==> src/rtl/cla_byte_serial_sequencer.sv <==
// cla_byte_serial_sequencer
//   Byte-serial multi-word add controller for an external 8-bit
//   carry-lookahead adder stage. A WORDS-byte request is latched on the
//   input handshake. The adder is then driven one byte per cycle, LSB
//   first, with the carry registered between bytes. The per-byte sums are
//   collected into a full-width result that is held on the output
//   handshake until it is taken.
//
// Parameters
//   WORDS      number of 8-bit slices per operand (2..16)
//
// Ports
//   clk, rst   clock; asynchronous active-high reset
//   in_*       request channel: valid/ready, operands a/b, carry-in
//   out_*      result channel: valid/ready, sum, carry-out, overflow
//   add_*      adder stage: operand bytes/carry out, sum/carry back
//
// Build option
//   CLA_SEQ_OVF_EN  when defined, adds the out_ovf port (signed overflow
//                   of the full-width add) and its logic.

module cla_byte_serial_sequencer #(
  parameter int unsigned WORDS = 4
) (
  input  logic                 clk,
  input  logic                 rst,
  input  logic                 in_valid,
  output logic                 in_ready,
  input  logic [8*WORDS-1:0]   in_a,
  input  logic [8*WORDS-1:0]   in_b,
  input  logic                 in_cin,
  output logic                 out_valid,
  input  logic                 out_ready,
  output logic [8*WORDS-1:0]   out_sum,
  output logic                 out_cout,
`ifdef CLA_SEQ_OVF_EN
  output logic                 out_ovf,
`endif
  output logic [7:0]           add_a,
  output logic [7:0]           add_b,
  output logic                 add_cin,
  input  logic [7:0]           add_sum,
  input  logic                 add_cout
);

  localparam int unsigned IDXW = $clog2(WORDS);
  localparam logic [IDXW-1:0] LAST = IDXW'(WORDS - 1);

  typedef enum logic [1:0] {
    IDLE,
    RUN,
    DONE
  } state_t;

  state_t                state;
  logic [8*WORDS-1:0]    a_reg;
  logic [8*WORDS-1:0]    b_reg;
  logic                  carry;
  logic [IDXW-1:0]       idx;

  // Operand bytes are selected straight from the registers so the adder
  // sees them for the whole cycle and its sum is captured at the edge.
  always_comb begin
    add_a   = '0;
    add_b   = '0;
    add_cin = 1'b0;
    if (state == RUN) begin
      add_a   = a_reg[{idx, 3'b000} +: 8];
      add_b   = b_reg[{idx, 3'b000} +: 8];
      add_cin = carry;
    end
  end

  always_ff @(posedge clk or posedge rst) begin
    if (rst) begin
      state     <= IDLE;
      a_reg     <= '0;
      b_reg     <= '0;
      carry     <= 1'b0;
      idx       <= '0;
      in_ready  <= 1'b1;
      out_valid <= 1'b0;
      out_sum   <= '0;
      out_cout  <= 1'b0;
`ifdef CLA_SEQ_OVF_EN
      out_ovf   <= 1'b0;
`endif
    end else begin
      case (state)
        IDLE: begin
          if (in_valid) begin
            a_reg    <= in_a;
            b_reg    <= in_b;
            carry    <= in_cin;
            idx      <= '0;
            in_ready <= 1'b0;
            state    <= RUN;
          end
        end

        RUN: begin
          out_sum[{idx, 3'b000} +: 8] <= add_sum;
          carry <= add_cout;
          if (idx == LAST) begin
            // idx parks on the last byte instead of wrapping; it is
            // cleared again when the next request is accepted.
            out_cout  <= add_cout;
`ifdef CLA_SEQ_OVF_EN
            out_ovf   <= (a_reg[8*WORDS-1] ~^ b_reg[8*WORDS-1]) &
                         (a_reg[8*WORDS-1] ^ add_sum[7]);
`endif
            out_valid <= 1'b1;
            state     <= DONE;
          end else begin
            idx <= idx + 1'b1;
          end
        end

        DONE: begin
          if (out_ready) begin
            out_valid <= 1'b0;
            in_ready  <= 1'b1;
            state     <= IDLE;
          end
        end

        default: begin
          out_valid <= 1'b0;
          in_ready  <= 1'b1;
          state     <= IDLE;
        end
      endcase
    end
  end

endmodule

==> config.mk <==
export PLATFORM = sky130hd
export DESIGN_NAME = cla_byte_serial_sequencer
export DESIGN_NICKNAME = d
export VERILOG_FILES = /design/src/rtl/cla_byte_serial_sequencer.sv
export SDC_FILE = /design/constraint.sdc
export NUM_CORES = 1
export LEC_CHECK = 0
export BUFFER_PORTS_ARGS = -buffer_cell sky130_fd_sc_hd__buf_4
export CAP_MARGIN = 30
export CORE_UTILIZATION = 47
export DETAILED_ROUTE_END_ITERATION = 12
export MAX_ROUTING_LAYER = met4
export PLACE_DENSITY = 0.75
export SETUP_SLACK_MARGIN = 0.4
export SLEW_MARGIN = 0
export SYNTH_ARGS = -nofsm -noshare
export SYNTH_HDL_FRONTEND = slang
export SYNTH_SLANG_ARGS = --single-unit
==> constraint.sdc <==
create_clock -name clk -period 3.7 [get_ports clk]
set_input_delay 0.74 -clock clk [delete_from_list [all_inputs] [get_ports clk]]
set_output_delay 0.74 -clock clk [all_outputs]
set_load 0.005 [all_outputs]
== Yosys cells after proc, flatten, opt, wreduce, memory -nomap -nowiden ==
Cells that the tools add are included.
Operators by class
  reduce and logical (&&, ||, !) cells: 9
  add/sub/neg operators: 2
  eq/ne operators: 7
  mux-type cells: 19
  shift operators: 4
  bitwise gates (word level): 2
Operators with widths (count)
  indexed part select 32 x 6 -> 8 bit: 2
  bitwise mux 32 bit: 1
  variable shift 8 x 7 -> 32 bit, first input constant: 1
  indexed part select 8 x 7 -> 32 bit: 1
  2-to-1 mux 8 bit: 2
  AND reduction 3 bit: 4
  2-to-1 mux 2 bit: 5
  negation 5 -> 7 bit: 1
  2-to-1 mux 1 bit: 6
  inequality test 2 bit, second input constant: 3
  one-hot mux 1 bit (3 select lines): 2
  one-hot mux 2 bit (3 select lines): 1
  AND reduction 2 bit: 3
  equality test 2 bit, second input constant: 2
  one-hot mux 2 bit (2 select lines): 1
  adder 2 x 1 -> 2 bit, second input constant: 1
  equality test 2 x 1 -> 1 bit, second input constant: 1
  logical NOT 2 bit: 1
  inequality test 2 x 1 -> 1 bit, second input constant: 1
  inverter 1 bit: 2
  one-hot mux 1 bit (2 select lines): 1
  nonzero test 2 bit: 1
Word-level totals
  flip-flop bits (word level): 104
  input port bits: 78
  word-level logic and storage cells: 52
  output and inout port bits: 52

== Longest topological paths before layout ==
Gate-level depths: netlist of run 1.
  depth after elaboration: 3
  gate-level depth with buffers: 8
  mapped depth without buffers: 5

== Least setup slack after synthesis of run 1 ==
No wires, ideal clock.
  path type: reg2reg
  from: register idx[1]
  to: register out_sum[16]
  path buffers: 2
  arrival time: 2.019 ns
  setup time: 0.083 ns
  data required time: 3.617 ns
  path slack: 1.598 ns
  cell stages (with the launch flop): 8
  period minus slack after synthesis: 2.102 ns
  cells stage by stage: dfrtp_1 -> buf_2 -> buf_2 -> inv_1 -> ha_1 -> nor4b_2 -> nand2_1 -> o21ai_0
Between the ends
  cells in the longest elaborated chain, start to end: 3
  elaborated cells on any way between the ends: 4
  classes of those cells: 1 x add/sub; 2 x shift; 1 x mux
RTL lines
  start: declaration: RTL line 59  | logic [IDXW-1:0] idx;
  start signal: assignment: RTL line 115  | idx <= idx + 1'b1;
  negation 5 -> 7 bit (*): RTL line 102  | out_sum[{idx, 3'b000} +: 8] <= add_sum;
  indexed part select 8 x 7 -> 32 bit or variable shift 8 x 7 -> 32 bit (tied branches): RTL line 102
  bitwise mux 32 bit (*): RTL line 102
  end signal: indexed assignment: RTL line 102
  end: declaration: RTL line 34  | output logic [8*WORDS-1:0] out_sum,
Mark *: on every way between the ends. The rest lies on a longest branch, timed or not.
A chain may end at the register's enable or synchronous reset.

== Final worst setup path of run 1 ==
  from: register state[0]
  to: output add_b[3]
Between the ends
  cells in the longest elaborated chain, start to end: 2
RTL lines
  start: declaration: RTL line 55  | state_t state;
  start signal: assignment: RTL line 76  | state <= IDLE;
  start signal: assignment: RTL line 97  | state <= RUN;
  start signal: assignment: RTL line 113  | state <= DONE;
  equality test 2 x 1 -> 1 bit: RTL line 67  | if (state == RUN) begin
  2-to-1 mux 8 bit: RTL line 67
  end: declaration: RTL line 40  | output logic [7:0] add_b,
Every way passes these cells.

==> impl_metrics.ini, run 1 <==
[outcome]
outcome = complete, no violations

[critical_path]
path_cells = nor2b_1, nand2_1, o22ai_1, buf_4
r2r_end = out_sum[20]
worst_setup_path_end_kind = primary output
path_delay_family = simple AND/OR/NAND/NOR gates
reg2reg_setup_slack_ps = 1370
slowest_delay_ps = 530
critPathBufInv = 1
critPathSlowestCell = dfrtp_1
crit_type = flip-flop to primary output
arrival_ps = 2260
reg2regPathDepth = 5
reg2reg_from = idx[0]
required_ps = 2960
worstSetupStartpointType = flip-flop
cp_max_fo = 16

[cells_and_area]
instances_no_fill = 627
nNetsFinal = 573
multi_input_area_mm2 = 0.00204
synthToLayoutAreaGrowth_pct = 26.7
ff_latch_area_mm2 = 0.00261
drive_gt1_share_pct = 45.1
antennaDiodeCount = 0
fill_cells = 801
finalCoreUtilization_pct = 61.8

[clock_tree]
cts_tree = yes
cts_resized = 0
root_buffer = clkbuf_8
ctsHoldBuffers = 0
cts_buffers = 9
h-tree-depth = 3
insertion_delay_ps = 370
cts.clk_slew.worst_paths_ps = 100
clk_path_buf_depth = 2
cts.sinks = 104
cts_setup_buffers = 0

[place]
numPortBuffers = 129
place.gp.congestion = 0.743
dp.cells = 611
hpwl_mm = 7.46
pre_cts_ws_ps = 1080

[routing]
drt_iter0_drc = 92
postRouteAntennaNets = 0
dr.pass1.iters = 4
routed_via_density = 5.20
drc = 0
vias = 3263
wl_per_cell_um = 16.8
routed_wl_mm = 10.5

[grt]
grt_pass1_vias = 3384
grt_max_degree = 85
grt_usage_pct = 21.6
grt.overflow.total = 0
antenna_found_initial = 0
grt_pass1_wl_mm = 16.6

[synthesis]
avgSynthCellArea_um2 = 13.2
yosysWarnings = 0
netlist.area_leader.share_pct = 53.8
synth_cell_type_count = 28
synth_ff_type = dfrtp_1
synth_area_mm2 = 0.00479
ys_top_cells_by_area = dfrtp_1 54%, mux2_4 15%, mux2i_1 6.7%
synth_seq_cells = 104
syn-num-nets = 447
async_flop_share_pct = 100
yosys.area.top_type = dfrtp_1
syn_inst = 363
synth_edf_count = 0
ys_seq_area_share_pct = 54.4

[die]
rows = 36
start_util_pct = 48.8
die_h_um = 103
core_mm2 = 0.00982
ios = 130
die-area_mm2 = 0.0106
die_w_um = 103

[sta]
max_freq_mhz = 333
fin_ws_ps = 697
rsz0062_at_grt = no
relSlewSlack_pct = 53.8
post-route-period-util_pct = 81.2
finClkSkew_ps = 8.78
drv_slew = 0
finalSetupViolations = 0
worstMarginPinSlew_ps = 691
final-hold-violation-count = 0
period_needed_ps = 3000
setup_tns_ps = 0

[pwr]
p_leak_nw = 2.96
p_total_mw = 5.09
p_per_area_mw_per_mm2 = 839
ir_worst_vdd_mv = 0.461

[flow_run]
max_cap_viol_count = 0

[hold_path]
hp-class = input pin to async pin
==> routing by layer <==
| metal | global-route usage (%) | share of wire, % | vias to the layer above |
|---|---|---|---|
| li1 | - | - | 1542 |
| met1 | 26.7 | 45 | 1603 |
| met2 | 34.9 | 48 | 110 |
| met3 | 6.17 | 6.3 | 8 |
| met4 | 5.53 | 0.86 | 0 |
| met5 | - | 0 | - |
==> layout make-up <==
type | count | area share, %
inverters | 5 | 0.371
multi-input cells | 235 | 33.6
repair buffers | 134 | 17.0
flip-flops and latches | 104 | 42.9
well taps | 133 | 2.74
clock buffers | 9 | 2.04
clock inverters | 7 | 1.32
==> report_power, final <==
part / internal [mW] / switching, mW / total [mW]
Sequential: 1.67 / 0.345 / 2.01
Combinational: 1.35 / 0.983 / 2.33
Clock: 0.322 / 0.419 / 0.740
==> worst register-to-register path, stage by stage (launching register included) <==
cell and delay (ps):
dfrtp_1 610, inv_1 200, ha_1 490, nor4b_2 630, nand2_1 140, o21ai_0 180
==> cells in the mapped netlist, types with 2 or more instances <==
cell type	count
nor4b_2	2
o22ai_1	18
o21ai_0	20
nand3b_1	3
a22o_1	8
mux2_4	49
o21ai_1	6
inv_1	5
o31ai_1	5
ha_1	6
buf_6	6
mux2i_1	32
dfrtp_1	103
mux2_2	16
nor2_1	4
clkbuf_1	3
nand2b_1	5
buf_2	10
a21oi_1	3
nand2_1	51
==> cell usage in the layout, fill, tap and decap left out <==
cell | synthesis | layout
a22oi_1 | 1 | 1
a22o_1 | 8 | 8
clkinvlp_4 | 0 | 2
clkinv_4 | 0 | 2
or3_1 | 1 | 1
clkbuf_8 | 0 | 9
o31ai_1 | 5 | 5
nor2_1 | 4 | 4
nand3b_1 | 3 | 3
ha_1 | 6 | 6
dfstp_2 | 1 | 1
clkinv_2 | 0 | 1
mux2_4 | 49 | 49
nor4b_2 | 2 | 2
a21oi_1 | 3 | 3
or3b_4 | 0 | 1
nor2b_1 | 1 | 1
o21ai_0 | 20 | 20
buf_4 | 0 | 132
and4bb_2 | 1 | 1
dfrtp_1 | 103 | 102
mux2_2 | 16 | 16
bufinv_16 | 0 | 1
o21ai_1 | 6 | 6
buf_12 | 0 | 2
inv_1 | 5 | 4
nand2b_1 | 5 | 5
dfrtp_2 | 0 | 1
nor4_4 | 1 | 1
nand2_1 | 51 | 51
inv_6 | 0 | 1
and2_1 | 1 | 1
mux2i_1 | 32 | 32
o22ai_1 | 18 | 18
inv_8 | 0 | 1
==> stage by stage <==
step | instance area [um^2] | hold slack [ps]
after floorplan | 4790 | 473
after global placement | 5860 | 463
after detailed placement | 5860 | 474
after CTS | 6070 | 388
after global routing | 6070 | 393
final | 6070 | 394
==> worst max path at each step <==
stage,depth (start not counted),from,slack (ps),endpoint
floorplan,7,idx[1],1600,out_sum[16]
global placement,4,state[0],1210,add_b[0]
detailed placement,4,state[0],1080,add_b[0]
CTS,4,state[0],650,add_b[0]
global route,4,state[0],500,add_a[0]
finish,4,state[0],700,add_b[3]
==> cells by family (layout without fill, tap and decap cells) <==
| group | count (synthesis) | in the layout | share of synthesized area (%) |
|---|---|---|---|
| adders and majority gates | 6 | 6 | 1.57 |
| AOI/OAI and AO/OA | 61 | 61 | 7.79 |
| DFF | 104 | 104 | 54.4 |
| muxes | 97 | 97 | 25.8 |
| buffers and inverters | 24 | 155 | 3.08 |
| and+or+nand+nor | 71 | 71 | 7.34 |
Note: power is estimated with default switching activity, not from simulation.
==> run 2: changes to the inputs <==
- clock period: 3.7 -> 2.7 ns (I/O delays scaled with it)
==> impl_metrics.ini, run 2 (synthesis gave the netlist of run 1 again) <==
[outcome]
outcome = complete, no violations

[place]
hpwl_mm = 7.35
numPortBuffers = 129
dp.cells = 612
place.gp.congestion = 0.755
pre_cts_ws_ps = 355
placedInstanceArea_mm2 = 0.00587

[sta]
drv_slew = 0
period_needed_ps = 2240
finClkSkew_ps = 14.2
post-route-period-util_pct = 83.1
relSlewSlack_pct = 59.2
fin_ws_ps = 456
setup_tns_ps = 0
max_freq_mhz = 446
worstMarginPinSlew_ps = 610
finalSetupViolations = 0
final-hold-violation-count = 0
holdWs_ps = 326
rsz0062_at_grt = yes

[critical_path]
worstSetupStartpointType = flip-flop
required_ps = 2160
arrival_ps = 1700
worst_setup_path_end_kind = primary output
crit_type = flip-flop to primary output
cp_max_fo = 16

[clock_tree]
h-tree-depth = 3
cts_buffers = 9
cts.sinks = 104
insertion_delay_ps = 360
cts_tree = yes
clk_path_buf_depth = 2
root_buffer = clkbuf_8
cts.clk_slew.worst_paths_ps = 100

[routing]
postRouteAntennaNets = 0
dr.pass1.iters = 4
vias = 3302
drt_iter0_drc = 75
routed_wl_mm = 10.5
wl_per_cell_um = 16.7
routed_via_density = 5.25
drc = 0

[die]
start_util_pct = 48.8
ios = 130
die-area_mm2 = 0.0106
die_w_um = 103
die_h_um = 103
rows = 36
core_mm2 = 0.00982

[grt]
grt_pass1_vias = 3288
antenna_found_initial = 0
grt_pass1_wl_mm = 16.3
grt.overflow.total = 0
grt_max_degree = 105
grt_usage_pct = 21.1

[cells_and_area]
stdcell_area_mm2 = 0.00612
finalCoreUtilization_pct = 62.3
multi_input_area_mm2 = 0.00208
fill_cells = 783
instances_no_fill = 629
antennaDiodeCount = 0
nNetsFinal = 575
synthToLayoutAreaGrowth_pct = 27.9
final_common_cell = buf_4
ff_latch_area_mm2 = 0.00261
final_cell_mix = 133 x buf_4, 100 x dfrtp_1, 49 x nand2_1, 49 x mux2_4, 32 x mux2i_1
drive_gt1_share_pct = 46.6

[pwr]
p_clk_share_pct = 13.7
p_total_mw = 7.06
p_per_area_mw_per_mm2 = 1150
switching_power_mw = 2.42
sw_frac_of_total_pct = 34.2
pwr-share-seq_pct = 39.1
p_int_mw = 4.64
combPwrFrac_pct = 47.2
ir_worst_vdd_mv = 0.616
p_leak_nw = 2.98

[flow_run]
max_cap_viol_count = 0

[hold_path]
hp-class = input pin to async pin
[run 2: changes by cell type in the layout (fill, tap and decap cells not counted), moves of 2 or more]
cell / delta
nand2_4: +2
nand2_1: -2
dfrtp_2: +2
dfrtp_1: -2
[run 2: worst max-delay path, cell delays in order (launching register included)]
cell	delay [ps]
dfrtp_2	500
nor2b_4	230
nand2_4	180
o22ai_1	260
buf_4	150
[run 2: worst paths after layout]
check                               to  slack, ps  cells past startpoint        start
max                           add_a[1]        460                      4     state[1]
max reg2reg                out_sum[24]        590                      5       idx[0]
max in group asynchronous       idx[1]       1940                      3          rst
min in group clk              state[1]        370                      2    out_ready
min reg2reg                out_sum[18]        490                      2  out_sum[18]
min                        out_sum[12]        330                      3          rst
[run 2: area by class of cell]
type	instances	share of cell area, %
flip-flops and latches	104	42.6
multi-input cells	235	33.9
repair buffers	136	17.2
well taps	133	2.72
clock buffers	10	2.09
clock inverters	6	1.10
inverters	5	0.368
[run 2: power by group through the flow]
stage          combinational (mW)  clock [mW]  sequential, mW
2_1_floorplan                2.21           0            2.63
3_3_place_gp                 3.18           0            2.73
3_5_place_dp                 3.27           0            2.76
4_1_cts                      3.31       0.994            2.75
5_1_grt                      3.64        1.04            2.86
6_report                     3.33       0.966            2.76
[run 2: routing by layer]
layer	share of wire [%]	track usage, %	vias up
met4	1.4	8.13	0
met2	48	32.5	118
met3	6.3	3.93	13
met1	44	27.9	1630
li1	-	-	1541
met5	0	-	-
[run 2: timing repair]
item                                    4_1_cts  5_1_grt
endpoints found under the setup margin       24       29
setup buffers                                 0        1
hold buffers                                  0        0
gates resized for setup                       8        6
hold endpoints to repair                      0        0
